$ cat src/rtl/codes_pkg.sv
`default_nettype none
// ============================================================================
//  Module      : codes (package)
//  Description : Shared types for the MIPS bus interface unit: transfer
//                size, bus FSM state, request source, and a big-endian
//                byte-swap helper.
//  Revision    : 1.0  initial release
// ============================================================================
package codes;

  // Transfer size as presented by the core
  typedef enum logic [1:0] {
    BYTE = 2'b00,
    HALF = 2'b01,
    WORD = 2'b10
  } bus_size_t;

  // Bus unit FSM states
  typedef enum logic [1:0] {
    IDLE   = 2'b00,
    ACCESS = 2'b01,
    RESP   = 2'b10
  } bus_state_t;

  // Which requester owns the current transfer
  typedef enum logic {
    SRC_FETCH = 1'b0,
    SRC_DATA  = 1'b1
  } bus_src_t;

  // Swap between bus lane order (lane k at bits 8k+7:8k) and a
  // big-endian word {lane0,lane1,lane2,lane3}
  function automatic logic [31:0] bswap32(input logic [31:0] w);
    return {w[7:0], w[15:8], w[23:16], w[31:24]};
  endfunction

endpackage
`default_nettype wire

$ cat src/rtl/bus_lane_steer.sv
`default_nettype none
// ============================================================================
//  Module      : bus_lane_steer
//  Description : Combinational byte-lane steering for big-endian sub-word
//                accesses: byte-enable generation, store-data replication
//                and load-data extraction with sign/zero extension.
//  Revision    : 1.0  initial release
// ============================================================================
module bus_lane_steer
  import codes::*;
(
  input  bus_size_t   i_size,
  input  logic        i_signed,
  input  logic [1:0]  i_offset,
  input  logic [31:0] i_wdata,
  input  logic [31:0] i_rdata,
  output logic [3:0]  o_byteenable,
  output logic [31:0] o_writedata,
  output logic [31:0] o_rdata
);

  logic [7:0]  w_lane [4];
  logic [7:0]  w_byte;
  logic [15:0] w_half;

  // Split the read bus into its four byte lanes
  generate
    for (genvar k = 0; k < 4; k++) begin : g_lane
      assign w_lane[k] = i_rdata[8*k +: 8];
    end
  endgenerate

  // Size/offset decode for enables, store lanes and extended load value
  always_comb begin
    o_byteenable = 4'b1111;
    o_writedata  = bswap32(i_wdata);
    o_rdata      = bswap32(i_rdata);
    w_byte       = w_lane[i_offset];
    w_half       = i_offset[1] ? {w_lane[2], w_lane[3]} : {w_lane[0], w_lane[1]};
    case (i_size)
      BYTE: begin
        o_byteenable = 4'b0001 << i_offset;
        o_writedata  = {4{i_wdata[7:0]}};
        o_rdata      = {{24{i_signed & w_byte[7]}}, w_byte};
      end
      HALF: begin
        o_byteenable = i_offset[1] ? 4'b1100 : 4'b0011;
        // even lane gets the high byte, odd lane the low byte
        o_writedata  = {2{i_wdata[7:0], i_wdata[15:8]}};
        o_rdata      = {{16{i_signed & w_half[15]}}, w_half};
      end
      default: begin
        o_byteenable = 4'b1111;
        o_writedata  = bswap32(i_wdata);
        o_rdata      = bswap32(i_rdata);
      end
    endcase
  end

endmodule
`default_nettype wire

$ cat src/rtl/mips_bus_unit.sv
`default_nettype none
// ============================================================================
//  Module      : mips_bus_unit
//  Description : Avalon-MM master bridging the multicycle MIPS core's fetch
//                and data ports onto one bus. Data has priority over fetch.
//                Honours waitrequest, steers big-endian sub-word accesses,
//                and aborts transfers stuck longer than TIMEOUT_CYCLES.
//  Options     : MIPS_BUS_ALIGN_CHECK_EN - reject misaligned requests with
//                bus_error_o and no bus cycle.
//  Revision    : 1.0  initial release
// ============================================================================
module mips_bus_unit
  import codes::*;
#(
  parameter int ADDR_W         = 32,
  parameter int TIMEOUT_CYCLES = 255
) (
  input  logic              clk,
  input  logic              reset_i,
  input  logic              fetch_req_i,
  input  logic [ADDR_W-1:0] fetch_addr_i,
  output logic              fetch_ready_o,
  output logic [31:0]       fetch_data_o,
  input  logic              mem_req_i,
  input  logic              mem_we_i,
  input  logic [1:0]        mem_size_i,
  input  logic              mem_signed_i,
  input  logic [ADDR_W-1:0] mem_addr_i,
  input  logic [31:0]       mem_wdata_i,
  output logic              mem_ready_o,
  output logic [31:0]       mem_rdata_o,
  output logic              bus_error_o,
  output logic              busy_o,
  output logic [ADDR_W-1:0] address_o,
  output logic              read_o,
  output logic              write_o,
  input  logic              waitrequest_i,
  output logic [31:0]       writedata_o,
  output logic [3:0]        byteenable_o,
  input  logic [31:0]       readdata_i
);

  // The counter holds completed wait cycles; abort fires on the last one
  localparam int c_CNT_W = (TIMEOUT_CYCLES < 2) ? 1 : $clog2(TIMEOUT_CYCLES);
  localparam logic [c_CNT_W-1:0] c_TO_LAST =
      c_CNT_W'((TIMEOUT_CYCLES > 0) ? TIMEOUT_CYCLES - 1 : 0);

  bus_state_t          r_state, w_next;
  bus_src_t            r_src;
  logic [ADDR_W-1:0]   r_addr;
  bus_size_t           r_size;
  logic                r_signed;
  logic                r_we;
  logic [31:0]         r_wdata;
  logic [31:0]         r_rdata;
  logic                r_err;
  logic [c_CNT_W-1:0]  r_wait_cnt;

  logic                w_any_req;
  logic [ADDR_W-1:0]   w_req_addr;
  bus_size_t           w_req_size;
  logic                w_misaligned;
  logic                w_timeout;
  logic [3:0]          w_be;
  logic [31:0]         w_wd;
  logic [31:0]         w_load_data;

  assign w_any_req  = mem_req_i | fetch_req_i;
  assign w_req_addr = mem_req_i ? mem_addr_i : fetch_addr_i;
  assign w_req_size = mem_req_i ? bus_size_t'(mem_size_i) : WORD;
  assign w_timeout  = (TIMEOUT_CYCLES != 0) && waitrequest_i && (r_wait_cnt == c_TO_LAST);

`ifdef MIPS_BUS_ALIGN_CHECK_EN
  // Flag requests whose low address bits do not fit the access size
  always_comb begin
    w_misaligned = 1'b0;
    case (w_req_size)
      BYTE:    w_misaligned = 1'b0;
      HALF:    w_misaligned = w_req_addr[0];
      default: w_misaligned = |w_req_addr[1:0];
    endcase
  end
`else
  assign w_misaligned = 1'b0;
`endif

  bus_lane_steer u_steer (
    .i_size       (r_size),
    .i_signed     (r_signed),
    .i_offset     (r_addr[1:0]),
    .i_wdata      (r_wdata),
    .i_rdata      (readdata_i),
    .o_byteenable (w_be),
    .o_writedata  (w_wd),
    .o_rdata      (w_load_data)
  );

  // State register
  always_ff @(posedge clk) begin
    if (!reset_i) r_state <= IDLE;
    else          r_state <= w_next;
  end

  // Next-state decode and bus/core outputs, all derived from registered state
  always_comb begin
    w_next        = r_state;
    busy_o        = 1'b0;
    read_o        = 1'b0;
    write_o       = 1'b0;
    address_o     = '0;
    byteenable_o  = 4'b0000;
    writedata_o   = 32'h0;
    fetch_ready_o = 1'b0;
    fetch_data_o  = 32'h0;
    mem_ready_o   = 1'b0;
    mem_rdata_o   = 32'h0;
    bus_error_o   = 1'b0;
    case (r_state)
      IDLE: begin
        if (w_any_req) w_next = w_misaligned ? RESP : ACCESS;
      end
      ACCESS: begin
        busy_o       = 1'b1;
        read_o       = ~r_we;
        write_o      = r_we;
        address_o    = {r_addr[ADDR_W-1:2], 2'b00};
        byteenable_o = w_be;
        writedata_o  = r_we ? w_wd : 32'h0;
        if (!waitrequest_i || w_timeout) w_next = RESP;
      end
      RESP: begin
        busy_o        = 1'b1;
        fetch_ready_o = (r_src == SRC_FETCH);
        mem_ready_o   = (r_src == SRC_DATA);
        fetch_data_o  = (r_src == SRC_FETCH) ? r_rdata : 32'h0;
        mem_rdata_o   = (r_src == SRC_DATA)  ? r_rdata : 32'h0;
        bus_error_o   = r_err;
        w_next        = IDLE;
      end
      default: w_next = IDLE;
    endcase
  end

  // Request capture in IDLE, wait counting and load capture in ACCESS
  always_ff @(posedge clk) begin
    if (!reset_i) begin
      r_src      <= SRC_FETCH;
      r_addr     <= '0;
      r_size     <= BYTE;
      r_signed   <= 1'b0;
      r_we       <= 1'b0;
      r_wdata    <= 32'h0;
      r_rdata    <= 32'h0;
      r_err      <= 1'b0;
      r_wait_cnt <= '0;
    end else begin
      case (r_state)
        IDLE: begin
          if (w_any_req) begin
            r_src      <= mem_req_i ? SRC_DATA : SRC_FETCH;
            r_addr     <= w_req_addr;
            r_size     <= w_req_size;
            r_signed   <= mem_req_i & mem_signed_i;
            r_we       <= mem_req_i & mem_we_i;
            r_wdata    <= mem_req_i ? mem_wdata_i : 32'h0;
            r_rdata    <= 32'h0;
            r_err      <= w_misaligned;
            r_wait_cnt <= '0;
          end
        end
        ACCESS: begin
          if (waitrequest_i) begin
            r_wait_cnt <= r_wait_cnt + 1'b1;
            if (w_timeout) begin
              r_err   <= 1'b1;
              r_rdata <= 32'h0;
            end
          end else if (!r_we) begin
            r_rdata <= w_load_data;
          end
        end
        default: ;
      endcase
    end
  end

endmodule
`default_nettype wire

$ cat config.mk
export PLATFORM = sky130hd
export DESIGN_NAME = mips_bus_unit
export DESIGN_NICKNAME = d
export VERILOG_FILES = /design/src/rtl/codes_pkg.sv /design/src/rtl/bus_lane_steer.sv /design/src/rtl/mips_bus_unit.sv
export SDC_FILE = /design/constraint.sdc
export NUM_CORES = 1
export LEC_CHECK = 0
export CAP_MARGIN = 20
export CORE_ASPECT_RATIO = 2
export CORE_MARGIN = 5
export CORE_UTILIZATION = 35
export DETAILED_ROUTE_END_ITERATION = 8
export GPL_ROUTABILITY_DRIVEN = 0
export PLACE_DENSITY = 0.8
export SYNTH_ARGS = -nofsm -noshare
export SYNTH_HDL_FRONTEND = slang
export SYNTH_SLANG_ARGS = --single-unit
$ cat constraint.sdc
create_clock -name clk -period 2.3 [get_ports clk]
set_input_delay 0.46 -clock clk [delete_from_list [all_inputs] [get_ports clk]]
set_output_delay 0.46 -clock clk [all_outputs]
set_load 0.02 [all_outputs]
==> results of run 1 <==
cell usage after synthesis (4+ instances only):
library cell and number:
nor2b_1 7, a21boi_0 39, nand3_1 39, nand4_1 4
buf_2 10, a221oi_1 15, ha_1 5, dfxtp_1 112
a21oi_1 23, nand2_1 102, inv_1 15, o2bb2ai_1 24
mux2i_1 64, buf_4 5, nor2_1 52, o21ai_0 16
a22o_1 8, clkbuf_1 41, and3_1 42, and2_1 65
o211a_1 31, or3_1 4, buf_1 15, a2bb2oi_1 7
stage by stage:
| step | area, µm² | worst slack, ns | util | power [mW] | cells |
|---|---|---|---|---|---|
| 2_1_floorplan | 6420 | 0.149 | - | 3.39 | 784 |
| 3_3_place_gp | 9490 | 0.0937 | 0.521 | 4.21 | 1239 |
| 3_5_place_dp | 9490 | 0.0616 | 0.521 | 4.25 | 1239 |
| 4_1_cts | 9660 | 0.0117 | 0.530 | 5.86 | 1254 |
| 5_1_grt | 9550 | 0.00128 | 0.524 | 6.10 | 1254 |
| 6_report | 9550 | 0.0936 | 0.524 | 5.80 | 1254 |
registers in the layout, indices dropped and copies added (netlist names):
name        flops
r_err           1
r_addr         32
r_rdata        32
r_wait_cnt      8
r_size          2
r_state         2
r_we            1
r_signed        1
r_src           1
r_wdata        32
routing by layer:
metal | vias up | GRT usage | part of all wire
met1 | 3177 | 0.215 | 0.35
met4 | 0 | 0.0982 | 0.038
met3 | 41 | 0.0395 | 0.053
met2 | 225 | 0.408 | 0.56
met5 | - | 0 | 0
li1 | 3255 | - | -
cell families after synthesis:
| kind of cell | synth area share |
|---|---|
| adder cells (fa/ha/maj) | 0.00974 |
| flip-flops | 0.349 |
| AND/OR/NAND/NOR | 0.261 |
| multiplexers | 0.102 |
| other | 0.000584 |
| buffers and inverters | 0.0557 |
| XOR/XNOR | 0.00409 |
| AO/OA/AOI/OAI | 0.218 |
repair_timing:
| action | in CTS | in global routing |
|---|---|---|
| pin swaps | 0 | 0 |
| endpoints found under the setup margin | 120 | 37 |
| gates resized for setup | 126 | 70 |
how the worst min path moves through the flow:
stage,endpoint,slack [ns],cells after the start
after floorplan,r_err$_SDFFE_PN0P_,0.43,2
after global placement,r_wdata[25]$_SDFFE_PN0P_,0.45,2
after detailed placement,r_wdata[28]$_SDFFE_PN0P_,0.45,2
after CTS,r_wdata[28]$_SDFFE_PN0P_,0.47,2
after global routing,r_wdata[27]$_SDFFE_PN0P_,0.49,2
final,r_wdata[28]$_SDFFE_PN0P_,0.47,2
critical path, cell delays in order (launching register included):
cell	delay [ns]
dfxtp_1	0.33
inv_1	0.08
ha_2	0.23
nand2_1	0.10
buf_12	0.17
a21oi_1	0.11
dlygate4sd2_1	0.37
power by group:
group,internal (mW),switching [mW]
Clock,0.881,0.761
Sequential,2.13,0.128
Combinational,0.847,1.05
area by class of cell:
class | count | share of cell area
sequential | 112 | 0.235
inverter | 16 | 0.00629
multi-input combinational | 585 | 0.403
timing repair buffer | 310 | 0.295
tap | 216 | 0.0283
clock inverter | 5 | 0.00668
clock buffer | 10 | 0.0250
==> flow_summary.ini, run 1 <==
[timing]
timing.fmax_ghz = 0.453
tightest_slew_ns = 0.646
slew_violations = 0
post-route-period-util = 0.959
fin_crit_ns = 2.21
holdWs_ns = 0.465
tns_ns = 0
timing.slew.headroom = 0.569
finClkSkew_ns = 0.0122
rsz0062_at_grt = false
hold_viol = 0
setup_viol_count_final = 0

[layout]
mostFrequentLayoutCell = clkdlybuf4s50_1
multiInputGateArea_um2 = 3850
drive_gt1_frac = 0.115
areaGrowthSynthToFinish_pct = 48.7
num-fill-cells = 1770
mostFrequentLayoutCells = clkdlybuf4s50_1 (135), dfxtp_1 (110), nand2_1 (102)
area.sequential_um2 = 2250
antenna_cells = 0
nets = 1176

[grt]
grt_max_degree = 83
gr-total-overflow = 0
grt_usage = 0.212
grt_pass1_wl_um = 36300
grt_pass1_vias = 6735
antenna_found_initial = 0

[clock_tree]
clk_path_buf_depth = 2
clock_latency_ns = 0.35
htreeDepth = 3
numCtsBuffers = 9
cts_tree = done
cts_hold_buf = 0
clock-root-buffer = clkbuf_16
cts_sinks = 112
post-cts-setup-buffer-count = 0
path_clk_slew_ns = 0.08

[critical_path]
endpoint = writedata_o[23]
worst-r2r-cell-count = 7
cp.required_ns = 1.84
r2r_slack_ns = 0.23
critPathLaunchType = flop
cp_max_fo = 25
cp-startpoint = r_state[1]$_SDFFE_PN0P_
rr_endpoint = r_addr[27]$_SDFFE_PN0P_
critPathArrivalTime_ns = 1.75
critical_path_class = flop to output port
end_kind = output port
timing.rr.start = r_state[0]$_SDFFE_PN0P_

[placed_design]
portBuffers = 272
hpwl_um = 18000

[logic_synthesis]
ys_ff_latch = 112
synthArstFlopShare = 0
synth_area_per_cell_um2 = 8.20
synth_area_leaders = dfxtp_1 (35%), mux2i_1 (10%), and2_1 (6.3%)
syn_inst = 783
yosys_warnings = 0
synth_seq_area_share = 0.349
synth_top_cell_by_area = dfxtp_1
synth.distinct_cells = 50
synth_edf_count = 0
syn_area_um2 = 6420
ys.flop_type = dfxtp_1
netlist.area_leader.share = 0.349

[job]
maxCapViolCount = 0

[detailed_routing]
via_count = 6698
via_per_inst = 5.34
drc = 0
firstDrtPassIters = 4
finalWirelength_um = 23200
antenna_left = 0
wl_per_cell_um = 18.5
drtIter0Drc = 276

[floorplanning]
floorplan.initialDensity = 0.352
die_area_um2 = 21300
core_um2 = 18200
die-width_um = 106
io_pins = 275
die_h_um = 202
fp-row-count = 70

[power_and_ir_drop]
power_density_nw_per_um2 = 607
peakVddDrop_mv = 0.482
leakage_nw = 4.54

[worst_hold_path]
hold_path_class = flop to flop
hold_start = r_wdata[28]$_SDFFE_PN0P_

[outcome]
status = finished clean
No activity file was read; power rests on OpenSTA's default activity.
==> run 2: changes to the inputs <==
--- a/config.mk
+++ b/config.mk
@@ -6,12 +6,14 @@
 export NUM_CORES = 1
 export LEC_CHECK = 0
 export CAP_MARGIN = 20
+export CELL_PAD_IN_SITES_DETAIL_PLACEMENT = 1
+export CELL_PAD_IN_SITES_GLOBAL_PLACEMENT = 1
 export CORE_ASPECT_RATIO = 2
 export CORE_MARGIN = 5
-export CORE_UTILIZATION = 35
+export CORE_UTILIZATION = 30
 export DETAILED_ROUTE_END_ITERATION = 8
 export GPL_ROUTABILITY_DRIVEN = 0
-export PLACE_DENSITY = 0.8
+export PLACE_DENSITY = 0.92
 export SYNTH_ARGS = -nofsm -noshare
 export SYNTH_HDL_FRONTEND = slang
 export SYNTH_SLANG_ARGS = --single-unit
==> run 2 against run 1 <==
Compared with the run above: cell area grew 1.7%; hold slack gained 0.0059 ns; via count up 3.5%; largest power group unchanged.
==> flow_summary.ini, run 2 (synthesis results as in run 1) <==
[clock_tree]
cts_tree = done
htreeDepth = 3
numCtsBuffers = 9
cts_hold_buf = 0
clock_latency_ns = 0.35
path_clk_slew_ns = 0.07
clk_path_buf_depth = 2
clock-root-buffer = clkbuf_16
cts_sinks = 112
post-cts-setup-buffer-count = 0

[layout]
areaGrowthSynthToFinish_pct = 51.2
mostFrequentLayoutCells = clkdlybuf4s50_1 (134), dfxtp_1 (110), nand2_1 (102)
reg.largest.list = r_addr x32, r_rdata x32, r_wdata x32
stdcell_count = 1318
mostFrequentLayoutCell = clkdlybuf4s50_1
num-fill-cells = 2530
utilization = 0.462
drive_gt1_frac = 0.143
nets = 1184

[detailed_routing]
antenna_left = 0
via_per_inst = 5.26
wl_per_cell_um = 20.8
via_count = 6935
firstDrtPassIters = 4
finalWirelength_um = 27500
drc = 0
drtIter0Drc = 317

[timing]
holdWs_ns = 0.471
hold_viol = 0
timing.fmax_ghz = 0.459
timing.slew.headroom = 0.509
finClkSkew_ns = 0.0121
rsz0062_at_grt = false
tightest_slew_ns = 0.732
setup_viol_count_final = 0
slew_violations = 0
post-route-period-util = 0.948
fin_crit_ns = 2.18

[floorplanning]
die_area_um2 = 24600
io_pins = 275
floorplan.initialDensity = 0.305
core_um2 = 21000
fp-row-count = 75
die_h_um = 217
die-width_um = 113

[power_and_ir_drop]
peakVddDrop_mv = 0.407
power_density_nw_per_um2 = 640
leakage_nw = 4.53

[critical_path]
cp.required_ns = 1.84
cp_max_fo = 4
critPathArrivalTime_ns = 1.72
critPathLaunchType = flop
end_kind = output port
critical_path_class = flop to output port
timing.rr.start = r_addr[1]$_SDFFE_PN0P_
cp-startpoint = r_state[1]$_SDFFE_PN0P_

[placed_design]
portBuffers = 272
hpwl_um = 21600
dp_cells = 1299

[job]
maxCapViolCount = 0

[grt]
grt_usage = 0.214
grt_pass1_vias = 7647
grt_max_degree = 47
grt_pass1_wl_um = 41500
gr-total-overflow = 0
antenna_found_initial = 3

[worst_hold_path]
hold_start = r_wdata[20]$_SDFFE_PN0P_
hold_path_class = flop to flop

[outcome]
status = finished clean
-- run 2: changes by cell type in the layout (fill, tap and decap cells not counted), moves of 3 or more --
cell             delta
clkdlybuf4s15_2     +4
buf_2               +6
clkbuf_2            +9
bufinv_16           +3
buf_4               +9
dlygate4sd2_1      -26
clkdlybuf4s15_1     +5
-- run 2: through the flow --
step	setup slack (ns)	cell area [µm²]	power (mW)	TNS, ns
finish	0.120	9710	6.21	0
CTS	-0.0154	9880	6.26	-0.0154
detailed placement	0.0407	9570	4.33	0
global route	0.000491	9710	6.52	0
floorplan	0.149	6420	3.39	0
global placement	0.0908	9570	4.25	0
-- run 2: cell type report --
cell class / instances / area, µm² / area share
Antenna cell: 2 / 5.00 / 0.000515
Timing Repair Buffer: 318 / 2840 / 0.293
Sequential cell: 112 / 2240 / 0.231
Clock buffer: 11 / 243 / 0.0250
Tap cell: 269 / 337 / 0.0347
Multi-Input combinational cell: 585 / 3850 / 0.397
Clock inverter: 5 / 128 / 0.0131
Inverter: 16 / 60.1 / 0.00619
-- run 2: routing by layer --
layer | wire (µm) | part of all wire | GRT usage | vias to the layer above
met2 | 15200 | 0.55 | 0.418 | 251
met4 | 1650 | 0.060 | 0.132 | 2
met3 | 1370 | 0.050 | 0.0325 | 69
met5 | 13 | 0.00047 | 0 | -
li1 | - | - | - | 3272
met1 | 9210 | 0.34 | 0.201 | 3341
-- run 2: path summary, 6_finish.rpt --
path | end | slack [ns] | cells after the start
min | r_wdata[20]$_SDFFE_PN0P_ | 0.47 | 2
min reg2reg | r_wdata[20]$_SDFFE_PN0P_ | 0.47 | 2
max | writedata_o[3] | 0.12 | 5
max reg2reg | r_rdata[29]$_SDFFE_PN0P_ | 0.24 | 5
-- run 2: power by group --
part           switching [mW]  internal [mW]
Sequential              0.130           2.13
Combinational            1.13          0.874
Clock                   0.744           1.21
-- run 2: critical path, cell delays in order, from the launching register on --
cell and delay, ns:
dfxtp_1 0.33, inv_1 0.08, ha_2 0.21, nand2_1 0.13, nor2_1 0.23, dlygate4sd2_1 0.38
-- run 2: what timing repair did --
item	4_1_cts	5_1_grt
gates resized for setup	178	70
setup endpoints to repair	118	90
pin swaps	0	0
cloned	0	1
